[src/rtl/nn_pkg.sv]
// Shared constants and state type for the NN input-side pixel streamer.
package nn_pkg;

    localparam int NUM_PIXELS = 784;
    localparam int PIX_W      = 8;
    localparam int ADDR_W     = 16;
    localparam int FIFO_DEPTH = 4;

    typedef enum logic [1:0] {
        ST_IDLE  = 2'd0,
        ST_FETCH = 2'd1,
        ST_DRAIN = 2'd2,
        ST_DONE  = 2'd3
    } streamer_state_e;

endpackage

[src/rtl/pixel_fifo.sv]
// Small synchronous FIFO between the image buffer read port and the pixel
// consumer. DEPTH must be a power of two so the pointers wrap for free.
// A push into a full FIFO is still taken when a pop happens in the same cycle.
module pixel_fifo import nn_pkg::*; #(
    parameter int  DEPTH = FIFO_DEPTH,
    parameter int  WIDTH = PIX_W,
    localparam int AW    = (DEPTH > 1) ? $clog2(DEPTH) : 1,
    localparam int CW    = AW + 1
) (
    input  logic             clk,
    input  logic             reset,
    input  logic             push_i,
    input  logic [WIDTH-1:0] data_i,
    input  logic             pop_i,
    output logic [WIDTH-1:0] data_o,
    output logic             full_o,
    output logic             empty_o,
    output logic [CW-1:0]    count_o
);

    logic [WIDTH-1:0] mem_q [DEPTH];
    logic [AW-1:0]    wrPtr_q;
    logic [AW-1:0]    rdPtr_q;
    logic [CW-1:0]    count_q;
    logic             pushEn;
    logic             popEn;

    assign empty_o = (count_q == '0);
    assign full_o  = (count_q == CW'(DEPTH));
    assign popEn   = pop_i && !empty_o;
    assign pushEn  = push_i && (!full_o || popEn);
    assign count_o = count_q;
    // Head is forced to zero while empty so the output never shows stale storage.
    assign data_o  = empty_o ? '0 : mem_q[rdPtr_q];

    // Pointer and occupancy bookkeeping; simultaneous push and pop leaves count unchanged.
    always_ff @(posedge clk) begin
        if (reset) begin
            wrPtr_q <= '0;
            rdPtr_q <= '0;
            count_q <= '0;
        end else begin
            if (pushEn) begin
                wrPtr_q <= wrPtr_q + AW'(1);
            end
            if (popEn) begin
                rdPtr_q <= rdPtr_q + AW'(1);
            end
            if (pushEn && !popEn) begin
                count_q <= count_q + CW'(1);
            end else if (popEn && !pushEn) begin
                count_q <= count_q - CW'(1);
            end
        end
    end

    // Storage array needs no reset: the head is masked whenever the FIFO is empty.
    always_ff @(posedge clk) begin
        if (pushEn) begin
            mem_q[wrPtr_q] <= data_i;
        end
    end

endmodule

[src/rtl/pixel_streamer.sv]
// Streams one stored image frame out of the image buffer, pixel by pixel in
// address order, to the first NN layer over a valid/ready handshake.
// Reads are issued on a credit basis so the output FIFO can never overflow:
// a read is only scheduled when queued pixels plus the read still in flight
// leave room for it. The buffer always answers exactly one cycle after a read.
module pixel_streamer import nn_pkg::*; #(
    parameter int NUM_PIXELS = nn_pkg::NUM_PIXELS,
    parameter int ADDR_W     = nn_pkg::ADDR_W,
    parameter int FIFO_DEPTH = nn_pkg::FIFO_DEPTH
) (
    input  logic                    clk,
    input  logic                    reset,
    input  logic                    image_written,
    output logic                    read_request,
    output logic [ADDR_W-1:0]       addr,
    input  logic signed [PIX_W-1:0] data_in,
    input  logic                    valid_data,
    output logic signed [PIX_W-1:0] pix_data,
    output logic                    pix_valid,
    input  logic                    pix_ready,
    output logic                    pix_last,
    output logic                    frame_done,
    output logic                    busy
);

    localparam int CNT_W = $clog2(NUM_PIXELS + 1);
    localparam int FCW   = $clog2(FIFO_DEPTH) + 1;
    localparam int OCC_W = FCW + 1;
    localparam logic [CNT_W-1:0] LAST_IDX  = CNT_W'(NUM_PIXELS - 1);
    localparam logic [CNT_W-1:0] FRAME_LEN = CNT_W'(NUM_PIXELS);

    streamer_state_e   state_q, state_d;
    logic [CNT_W-1:0]  rdCnt_q, rdCnt_d;
    logic [CNT_W-1:0]  outCnt_q, outCnt_d;
    logic [ADDR_W-1:0] addr_q, addr_d;
    logic              readRequest_q, readRequest_d;
    logic              expect_q, expect_d;
    logic              frameDone_q, frameDone_d;
    logic              busy_q, busy_d;
    logic              imagePrev_q;

    logic [PIX_W-1:0]  fifoData;
    logic              fifoFull;
    logic              fifoEmpty;
    logic [FCW-1:0]    fifoCount;

    logic              pushReq;
    logic              pushAcc;
    logic              popEn;
    logic              lastAccept;
    logic              imageRise;
    logic [OCC_W-1:0]  occNext;

    // Only data answering a read from the previous cycle is queued; anything else is noise.
    assign pushReq    = valid_data && expect_q;
    assign popEn      = pix_valid && pix_ready;
    assign pushAcc    = pushReq && (!fifoFull || popEn);
    assign pix_valid  = !fifoEmpty;
    assign pix_data   = fifoData;
    assign pix_last   = pix_valid && (outCnt_q == LAST_IDX);
    assign lastAccept = popEn && pix_last;
    assign imageRise  = image_written && !imagePrev_q;

    // Occupancy the FIFO will hold next cycle plus the read issued this cycle,
    // which will still be in flight when the next read would go out.
    assign occNext = OCC_W'(fifoCount) + OCC_W'(pushAcc) + OCC_W'(readRequest_q) - OCC_W'(popEn);

    assign read_request = readRequest_q;
    assign addr         = addr_q;
    assign frame_done   = frameDone_q;
    assign busy         = busy_q;

    pixel_fifo #(
        .DEPTH (FIFO_DEPTH),
        .WIDTH (PIX_W)
    ) u_fifo (
        .clk     (clk),
        .reset   (reset),
        .push_i  (pushAcc),
        .data_i  (data_in),
        .pop_i   (popEn),
        .data_o  (fifoData),
        .full_o  (fifoFull),
        .empty_o (fifoEmpty),
        .count_o (fifoCount)
    );

    // Next-state and next-output logic; outputs are precomputed so they leave the block registered.
    always_comb begin
        state_d       = state_q;
        rdCnt_d       = rdCnt_q;
        outCnt_d      = outCnt_q;
        addr_d        = addr_q;
        readRequest_d = 1'b0;
        expect_d      = readRequest_q;

        case (state_q)
            ST_IDLE: begin
                if (imageRise) begin
                    state_d = ST_FETCH;
                end
            end
            ST_FETCH: begin
                if (rdCnt_q == FRAME_LEN) begin
                    state_d = ST_DRAIN;
                end
            end
            ST_DRAIN: begin
                if (lastAccept) begin
                    state_d = ST_DONE;
                end
            end
            ST_DONE: begin
                state_d = ST_IDLE;
                rdCnt_d = '0;
            end
            default: begin
                state_d = ST_IDLE;
            end
        endcase

        if ((state_d == ST_FETCH) && (rdCnt_q != FRAME_LEN) &&
            (occNext < OCC_W'(FIFO_DEPTH))) begin
            readRequest_d = 1'b1;
            addr_d        = ADDR_W'(rdCnt_q);
            rdCnt_d       = rdCnt_q + CNT_W'(1);
        end

        if (popEn) begin
            outCnt_d = lastAccept ? '0 : outCnt_q + CNT_W'(1);
        end

        frameDone_d = (state_d == ST_DONE);
        busy_d      = (state_d != ST_IDLE);
    end

    // Streamer FSM and registered outputs. The trigger history keeps tracking the
    // input through reset so a level held high across reset cannot fake an edge.
    always_ff @(posedge clk) begin
        imagePrev_q <= image_written;
        if (reset) begin
            state_q       <= ST_IDLE;
            rdCnt_q       <= '0;
            outCnt_q      <= '0;
            addr_q        <= '0;
            readRequest_q <= 1'b0;
            expect_q      <= 1'b0;
            frameDone_q   <= 1'b0;
            busy_q        <= 1'b0;
        end else begin
            state_q       <= state_d;
            rdCnt_q       <= rdCnt_d;
            outCnt_q      <= outCnt_d;
            addr_q        <= addr_d;
            readRequest_q <= readRequest_d;
            expect_q      <= expect_d;
            frameDone_q   <= frameDone_d;
            busy_q        <= busy_d;
        end
    end

endmodule

[config.mk]
export PLATFORM = sky130hd
export DESIGN_NAME = pixel_streamer
export DESIGN_NICKNAME = d
export VERILOG_FILES = /design/src/rtl/nn_pkg.sv /design/src/rtl/pixel_fifo.sv /design/src/rtl/pixel_streamer.sv
export SDC_FILE = /design/constraint.sdc
export NUM_CORES = 1
export LEC_CHECK = 0
export BUFFER_PORTS_ARGS = -buffer_cell sky130_fd_sc_hd__buf_2
export CAP_MARGIN = 15
export CORE_MARGIN = 2
export CORE_UTILIZATION = 57
export DETAILED_ROUTE_END_ITERATION = 7
export PLACE_DENSITY = 0.79
export REMOVE_ABC_BUFFERS = 1
export SKIP_LAST_GASP = 1
export SYNTH_ARGS = -nofsm -noshare
export SYNTH_HDL_FRONTEND = slang
export SYNTH_SLANG_ARGS = --single-unit
[constraint.sdc]
create_clock -name clk -period 3 [get_ports clk]
set_input_delay 0.15 -clock clk [delete_from_list [all_inputs] [get_ports clk]]
set_output_delay 0.15 -clock clk [all_outputs]
set_load 0.005 [all_outputs]
==> results.ini, run 1 <==
[routing]
routed-via-count=2242
antenna_left=0
avgRoutedWirePerCell_um=13.9
viasPerCell=5.43
drt-initial-drc-count=79
drc=0
first_pass_iters=4
routed_wl_um=5740

[sta]
finalHoldViolations=0
skew_ps=5.62
setup_slack_ps=227
setup_viol=0
hold_ws_ps=20.7
max_freq_mhz=361
min_period_over_period_pct=92.4
rsz0062_at_grt=no
slew_viol_final=0
finalSetupTns_ps=0
layout_min_cycle_time_ps=2770
relSlewSlack_pct=61.5
worst_pin_slew_ps=577

[layout]
instances_no_fill=413
antenna_cells=0
drive_above_1_share_pct=19.2
areaGrowthSynthToFinish_pct=14.9
final_nets=359

[clock_tree]
cts_buffers=9
root_buffer=clkbuf_8
cts_setup_buffers=0
clockBufferDepth=2
clock-sinks=78
clk_pin_slew_worst_paths_ps=80
h-tree-depth=3
cts_tree=done
clkLatencyLatePin_ps=340

[synthesis]
synth_edf_count=32
async_flop_share_pct=0
synth_area_leaders=edfxtp_1 28%, dfxtp_1 27%, mux4_2 5.3%
yosysSeqAreaShare_pct=55.7
postSynthCellCount=294
yosys.area.top_type_share_pct=28.4
synth_cell_types=41
ys.warnings.count=0
avgSynthCellArea_um2=11.5
synthesis.area_um2=3380
synth_area_leader_cell=edfxtp_1
ys.flop_type=dfxtp_1
ys_ff_latch=78

[die]
die_area_um2=6560
io-pin-count=42
die_y_um=81.0
die_w_um=81.0
start_util_pct=58.1
core_um2=5820
num_rows=28

[global_routing]
gr-total-overflow=0
use_met1_pct=22.9
grt_pass1_wl_um=9590
antenna_found_initial=0
grt.busiest_layer=met2
grt_pass1_vias=2147
grt_util_met2_pct=34.2
use_met3_pct=3.67
grt_start_max_net_pins=31
gr-usage-all-layers_pct=19.4

[min_path]
hp-class=in -> reg
hp-start=data_in[0]
hold_end=u_fifo.mem_q[2][0]
hold_depth=1

[pwr]
leakage_nw=1.53
p_per_area_nw_per_um2=851
ir_drop_mv=0.544

[placed_design]
post-place-ws_ps=206
dp_hpwl_um=3840
place.gp.congestion=0.814
dp.cells=396
port_buffers=35

[critical_path]
r2r_slack_ps=230
r2r-start=u_fifo.count_o[2]
rr_worst_depth=13
arrival_ps=3040
required_ps=3270
timing.rr.end=rdCnt_q[8]
cp_max_fo=30
cp-end-kind=flip-flop
critPathKind=reg -> reg
start_kind=flip-flop

[job]
maxCapViolations=0

[status]
status=finished clean

## area by class of cell
class                           instances  area, um2
Fill cell                             468       1940
Sequential cell                        78       1880
Multi-Input combinational cell        190       1370
Timing Repair Buffer                   39        220
Clock inverter                          6        134
Clock buffer                           10        128
Tap cell                               75       93.8
Inverter                               15       56.3
## routing by layer
layer | wire length, um | share of wire, % | up-vias
met4 | 97 | 1.7 | 0
met1 | 2420 | 42 | 1077
met5 | 0 | 0 | -
met2 | 2990 | 52 | 48
met3 | 234 | 4.1 | 9
li1 | - | - | 1108
## placed cells by master (no fill, tap or decap), types with 8 or more instances in the layout
| cell type | instances |
|---|---|
| inv_1 | 15 |
| clkbuf_8 | 9 |
| edfxtp_1 | 32 |
| mux2i_1 | 13 |
| dfxtp_1 | 45 |
| ha_1 | 12 |
| and2_1 | 13 |
| a21oi_1 | 15 |
| buf_2 | 35 |
| nor2_1 | 36 |
| nand2_1 | 14 |
| nand3_1 | 8 |
| mux4_2 | 8 |
## cells in the mapped netlist, drive strengths merged (4+ instances only)
cell / n
mux2i: 13
and2: 13
o21ai: 7
a21oi: 15
nor2: 36
nor3: 4
ha: 12
xor2: 7
nand4: 6
edfxtp: 32
nand3: 8
xnor2: 6
inv: 15
nand2: 14
buf: 10
mux4: 8
dfxtp: 46
clkbuf: 6
or3: 7
## logic make-up after synthesis
logic type | synth area share, %
other cells | 0.111
simple gates | 15.4
xor+xnor | 3.37
buf+inv | 4.44
fa+ha+maj | 5.04
compound gates | 6.70
flops | 55.7
mux | 9.18
## how the worst max path moves through the flow
stage	slack (ps)	to	startpoint	cells after the start
floorplan	20	rdCnt_q[5]	u_fifo.count_o[0]	11
global placement	350	rdCnt_q[7]	u_fifo.count_o[2]	13
detailed placement	210	rdCnt_q[8]	u_fifo.count_o[2]	13
CTS	160	rdCnt_q[8]	u_fifo.count_o[2]	13
global route	40	rdCnt_q[5]	u_fifo.count_o[2]	13
finish	230	rdCnt_q[8]	u_fifo.count_o[2]	13
## state kept, by name, summed over array words and instances, names as in the netlist, 2 cells and up, named ones only
name / flops
rdCnt_q: 10
u_fifo.count_o: 3
u_fifo.mem_q: 32
state_q: 2
u_fifo.wrPtr_q: 2
addr: 10
u_fifo.rdPtr_q: 2
outCnt_q: 10
## per-stage QoR
step | instance area (um2) | power, mW | utilization (%)
detailed placement | 3610 | 2.32 | 62.0
CTS | 3880 | 3.33 | 66.7
global placement | 3610 | 2.27 | 62.0
floorplan | 3300 | 1.98 | -
global route | 3880 | 3.49 | 66.7
finish | 3880 | 3.30 | 66.7
## power breakdown
group / total [mW] / internal, mW / switching (mW)
clock network: 1.01 / 0.637 / 0.369
logic: 0.993 / 0.490 / 0.503
registers: 1.30 / 1.19 / 0.116
total: 3.30 / 2.31 / 0.987
## timing repair
item | CTS | global route
gates resized for setup | 0 | 1
hold buffers | 1 | 0
setup endpoints to repair | 0 | 2
hold endpoints to repair | 1 | 0
## worst max-delay path, stage by stage (launching register included)
cell and delay (ps):
dfxtp_2 400, inv_1 80, nor4_1 300, nor2_1 90, inv_1 60, ha_1 140, inv_1 40, ha_1 280
a21oi_1 150, and3b_1 190, o211ai_2 100, buf_12 190, or4_1 500, a21oi_1 150
(Power assumes the default switching activity.)
==> run 2, diff against run 1 <==
--- a/config.mk
+++ b/config.mk
@@ -7,12 +7,13 @@
 export LEC_CHECK = 0
 export BUFFER_PORTS_ARGS = -buffer_cell sky130_fd_sc_hd__buf_2
 export CAP_MARGIN = 15
+export CELL_PAD_IN_SITES_DETAIL_PLACEMENT = 1
+export CELL_PAD_IN_SITES_GLOBAL_PLACEMENT = 2
 export CORE_MARGIN = 2
-export CORE_UTILIZATION = 57
+export CORE_UTILIZATION = 38
 export DETAILED_ROUTE_END_ITERATION = 7
-export PLACE_DENSITY = 0.79
+export PLACE_DENSITY_LB_ADDON = 0.1
 export REMOVE_ABC_BUFFERS = 1
-export SKIP_LAST_GASP = 1
 export SYNTH_ARGS = -nofsm -noshare
 export SYNTH_HDL_FRONTEND = slang
 export SYNTH_SLANG_ARGS = --single-unit
==> run 2 against run 1 <==
Compared with the run above: die area up 47%; first-iteration DRC count down 43%; final cell count up 8.7%; routed wire length up 14%; power down 5.8%; setup slack better by 43 ps; sequential power about the same; clock skew up 3.2 ps; worst hold slack worse by 2.2 ps; critical endpoint is now rdCnt_q[7]; largest cell class unchanged; largest power group unchanged.
==> results.ini, run 2 (synthesis results as in run 1) <==
[sta]
rsz0062_at_grt=no  ; unchanged
setup_viol=0  ; unchanged
skew_ps=8.78  ; was 5.62 ps
min_period_over_period_pct=91.0  ; was 92.4%
layout_min_cycle_time_ps=2730  ; was 2770 ps
hold_ws_ps=18.4  ; was 20.7 ps
relSlewSlack_pct=58.6  ; was 61.5%
slew_viol_final=0  ; unchanged
finalSetupTns_ps=0  ; unchanged
worst_pin_slew_ps=620  ; was 577 ps
max_freq_mhz=366  ; was 361 MHz
finalHoldViolations=0  ; unchanged

[clock_tree]
cts_buffers=9  ; unchanged
cts_setup_buffers=0  ; unchanged
clk_pin_slew_worst_paths_ps=80  ; about the same
clkLatencyLatePin_ps=350  ; was 340 ps
clock-sinks=78  ; unchanged
root_buffer=clkbuf_8  ; unchanged
h-tree-depth=3  ; unchanged
clockBufferDepth=2  ; unchanged
cts_tree=done  ; unchanged

[layout]
drive_above_1_share_pct=19.4  ; was 19.2%
final_cell_mix=45 x dfxtp_1, 36 x nor2_1, 35 x buf_2  ; unchanged
antenna_cells=0  ; unchanged
areaGrowthSynthToFinish_pct=15.3  ; was 14.9%
regMostFlops=u_fifo.mem_q  ; unchanged
nFillCells=974  ; was 468
largest_reg_flops=32  ; unchanged
final_nets=362  ; was 359
final_common_cell=dfxtp_1  ; unchanged

[global_routing]
gr-usage-all-layers_pct=14.7  ; was 19.4%
use_met3_pct=3.87  ; was 3.67%
grt_util_met2_pct=23.9  ; was 34.2%
antenna_found_initial=0  ; unchanged
use_met1_pct=18.7  ; was 22.9%
grt_pass1_vias=2235  ; was 2147
grt.busiest_layer=met2  ; unchanged
gr-total-overflow=0  ; unchanged
grt_start_max_net_pins=31  ; unchanged
grt_pass1_wl_um=11100  ; was 9590 um

[critical_path]
cp-end-kind=flip-flop  ; unchanged
start_kind=flip-flop  ; unchanged
required_ps=3280  ; was 3270 ps
arrival_ps=3010  ; was 3040 ps
r2r-start=u_fifo.count_o[2]  ; unchanged
cp_max_fo=30  ; unchanged
critPathKind=reg -> reg  ; unchanged
startpoint=u_fifo.count_o[2]  ; unchanged

[routing]
drc=0  ; unchanged
routed_wl_um=6570  ; was 5740 um
routed-via-count=2207  ; was 2242
first_pass_iters=4  ; unchanged
drt-initial-drc-count=45  ; was 79
antenna_left=0  ; unchanged
avgRoutedWirePerCell_um=14.6  ; was 13.9 um
viasPerCell=4.92  ; was 5.43

[die]
io-pin-count=42  ; unchanged
num_rows=34  ; was 28
start_util_pct=38.9  ; was 58.1%
die_w_um=98.3  ; was 81.0 um
die_area_um2=9660  ; was 6560 um2
die_y_um=98.3  ; was 81.0 um
core_um2=8680  ; was 5820 um2

[pwr]
p_switching_mw=1.04  ; was 0.987 mW
switching_share_pct=33.5  ; was 29.9%
ir_drop_mv=0.403  ; was 0.544 mV
combPwrFrac_pct=32.0  ; was 30.1%
p_per_area_nw_per_um2=798  ; was 851 nW/um2
p_int_mw=2.07  ; was 2.31 mW
seqPwrFrac_pct=42.0  ; was 39.4%
leakage_nw=1.51  ; was 1.53 nW
p_clk_share_pct=26.0  ; was 30.5%

[placed_design]
port_buffers=35  ; unchanged
place.gp.congestion=0.688  ; was 0.814
dp_hpwl_um=4480  ; was 3840 um

[min_path]
hp-start=data_in[5]  ; was data_in[0]
hp-class=in -> reg  ; unchanged

[job]
maxCapViolations=0  ; unchanged

[status]
status=finished clean  ; unchanged

-- run 2: cell count changes in the layout (fill, tap and decap cells not counted), sizes merged --
cell	before	now
bufinv	4	1
dlygate4sd3	1	4
inv	15	18
clkbuf	10	9
clkinvlp	0	1
-- run 2: power by group through the flow --
stage          combinational [mW]  clock, mW  sequential (mW)
4_1_cts                      1.02      0.840             1.31
2_1_floorplan               0.685          0             1.30
3_5_place_dp                 1.01          0             1.34
6_report                    0.995      0.808             1.31
3_3_place_gp                0.993          0             1.33
5_1_grt                      1.11      0.881             1.33
-- run 2: critical path, stage by stage, from the launching register on --
cell      delay, ps
dfxtp_2         400
inv_1            70
nor4_1          280
nor2_1           90
inv_1            60
ha_1            130
inv_1            40
ha_1            270
a21oi_1         170
and3b_1         190
o211ai_2        100
buf_12          200
or4_1           500
a21oi_1         160
-- run 2: per-stage QoR --
stage	cell area (um2)	worst slack [ps]	instances	utilization [%]	power, mW
floorplan	3300	23.3	283	-	1.98
global placement	3650	303	429	42.0	2.32
detailed placement	3650	200	429	42.0	2.35
CTS	3890	174	449	44.9	3.17
global route	3890	16.3	449	44.9	3.32
finish	3890	270	449	44.9	3.11
-- run 2: repair_timing --
item                                    CTS  global route
endpoints found under the setup margin    0             3
hold buffers                              4             0
endpoints found under the hold margin    13             0
resized for setup                         0             1
-- run 2: final cells by class --
class	instances	area [um2]	share of cell area [%]
Clock buffer	9	124	3.18
Sequential cell	78	1880	48.4
Inverter	15	56.3	1.45
Tap cell	108	135	3.47
Clock inverter	7	80.1	2.06
Multi-Input combinational cell	190	1370	35.1
Timing Repair Buffer	42	250	6.43
-- run 2: layer usage --
layer | wire length [um] | vias up
met4 | 107 | 0
met3 | 227 | 10
met1 | 3090 | 1055
li1 | - | 1108
met2 | 3150 | 34
met5 | 0 | -
-- run 2: path summary, 6_finish.rpt --
| check | end | slack [ps] | cells past startpoint |
|---|---|---|---|
| max reg2reg | rdCnt_q[7] | 270 | 13 |
| max | rdCnt_q[7] | 270 | 13 |
| min reg2reg | outCnt_q[1] | 500 | 2 |
| min | u_fifo.mem_q[0][5] | 20 | 1 |
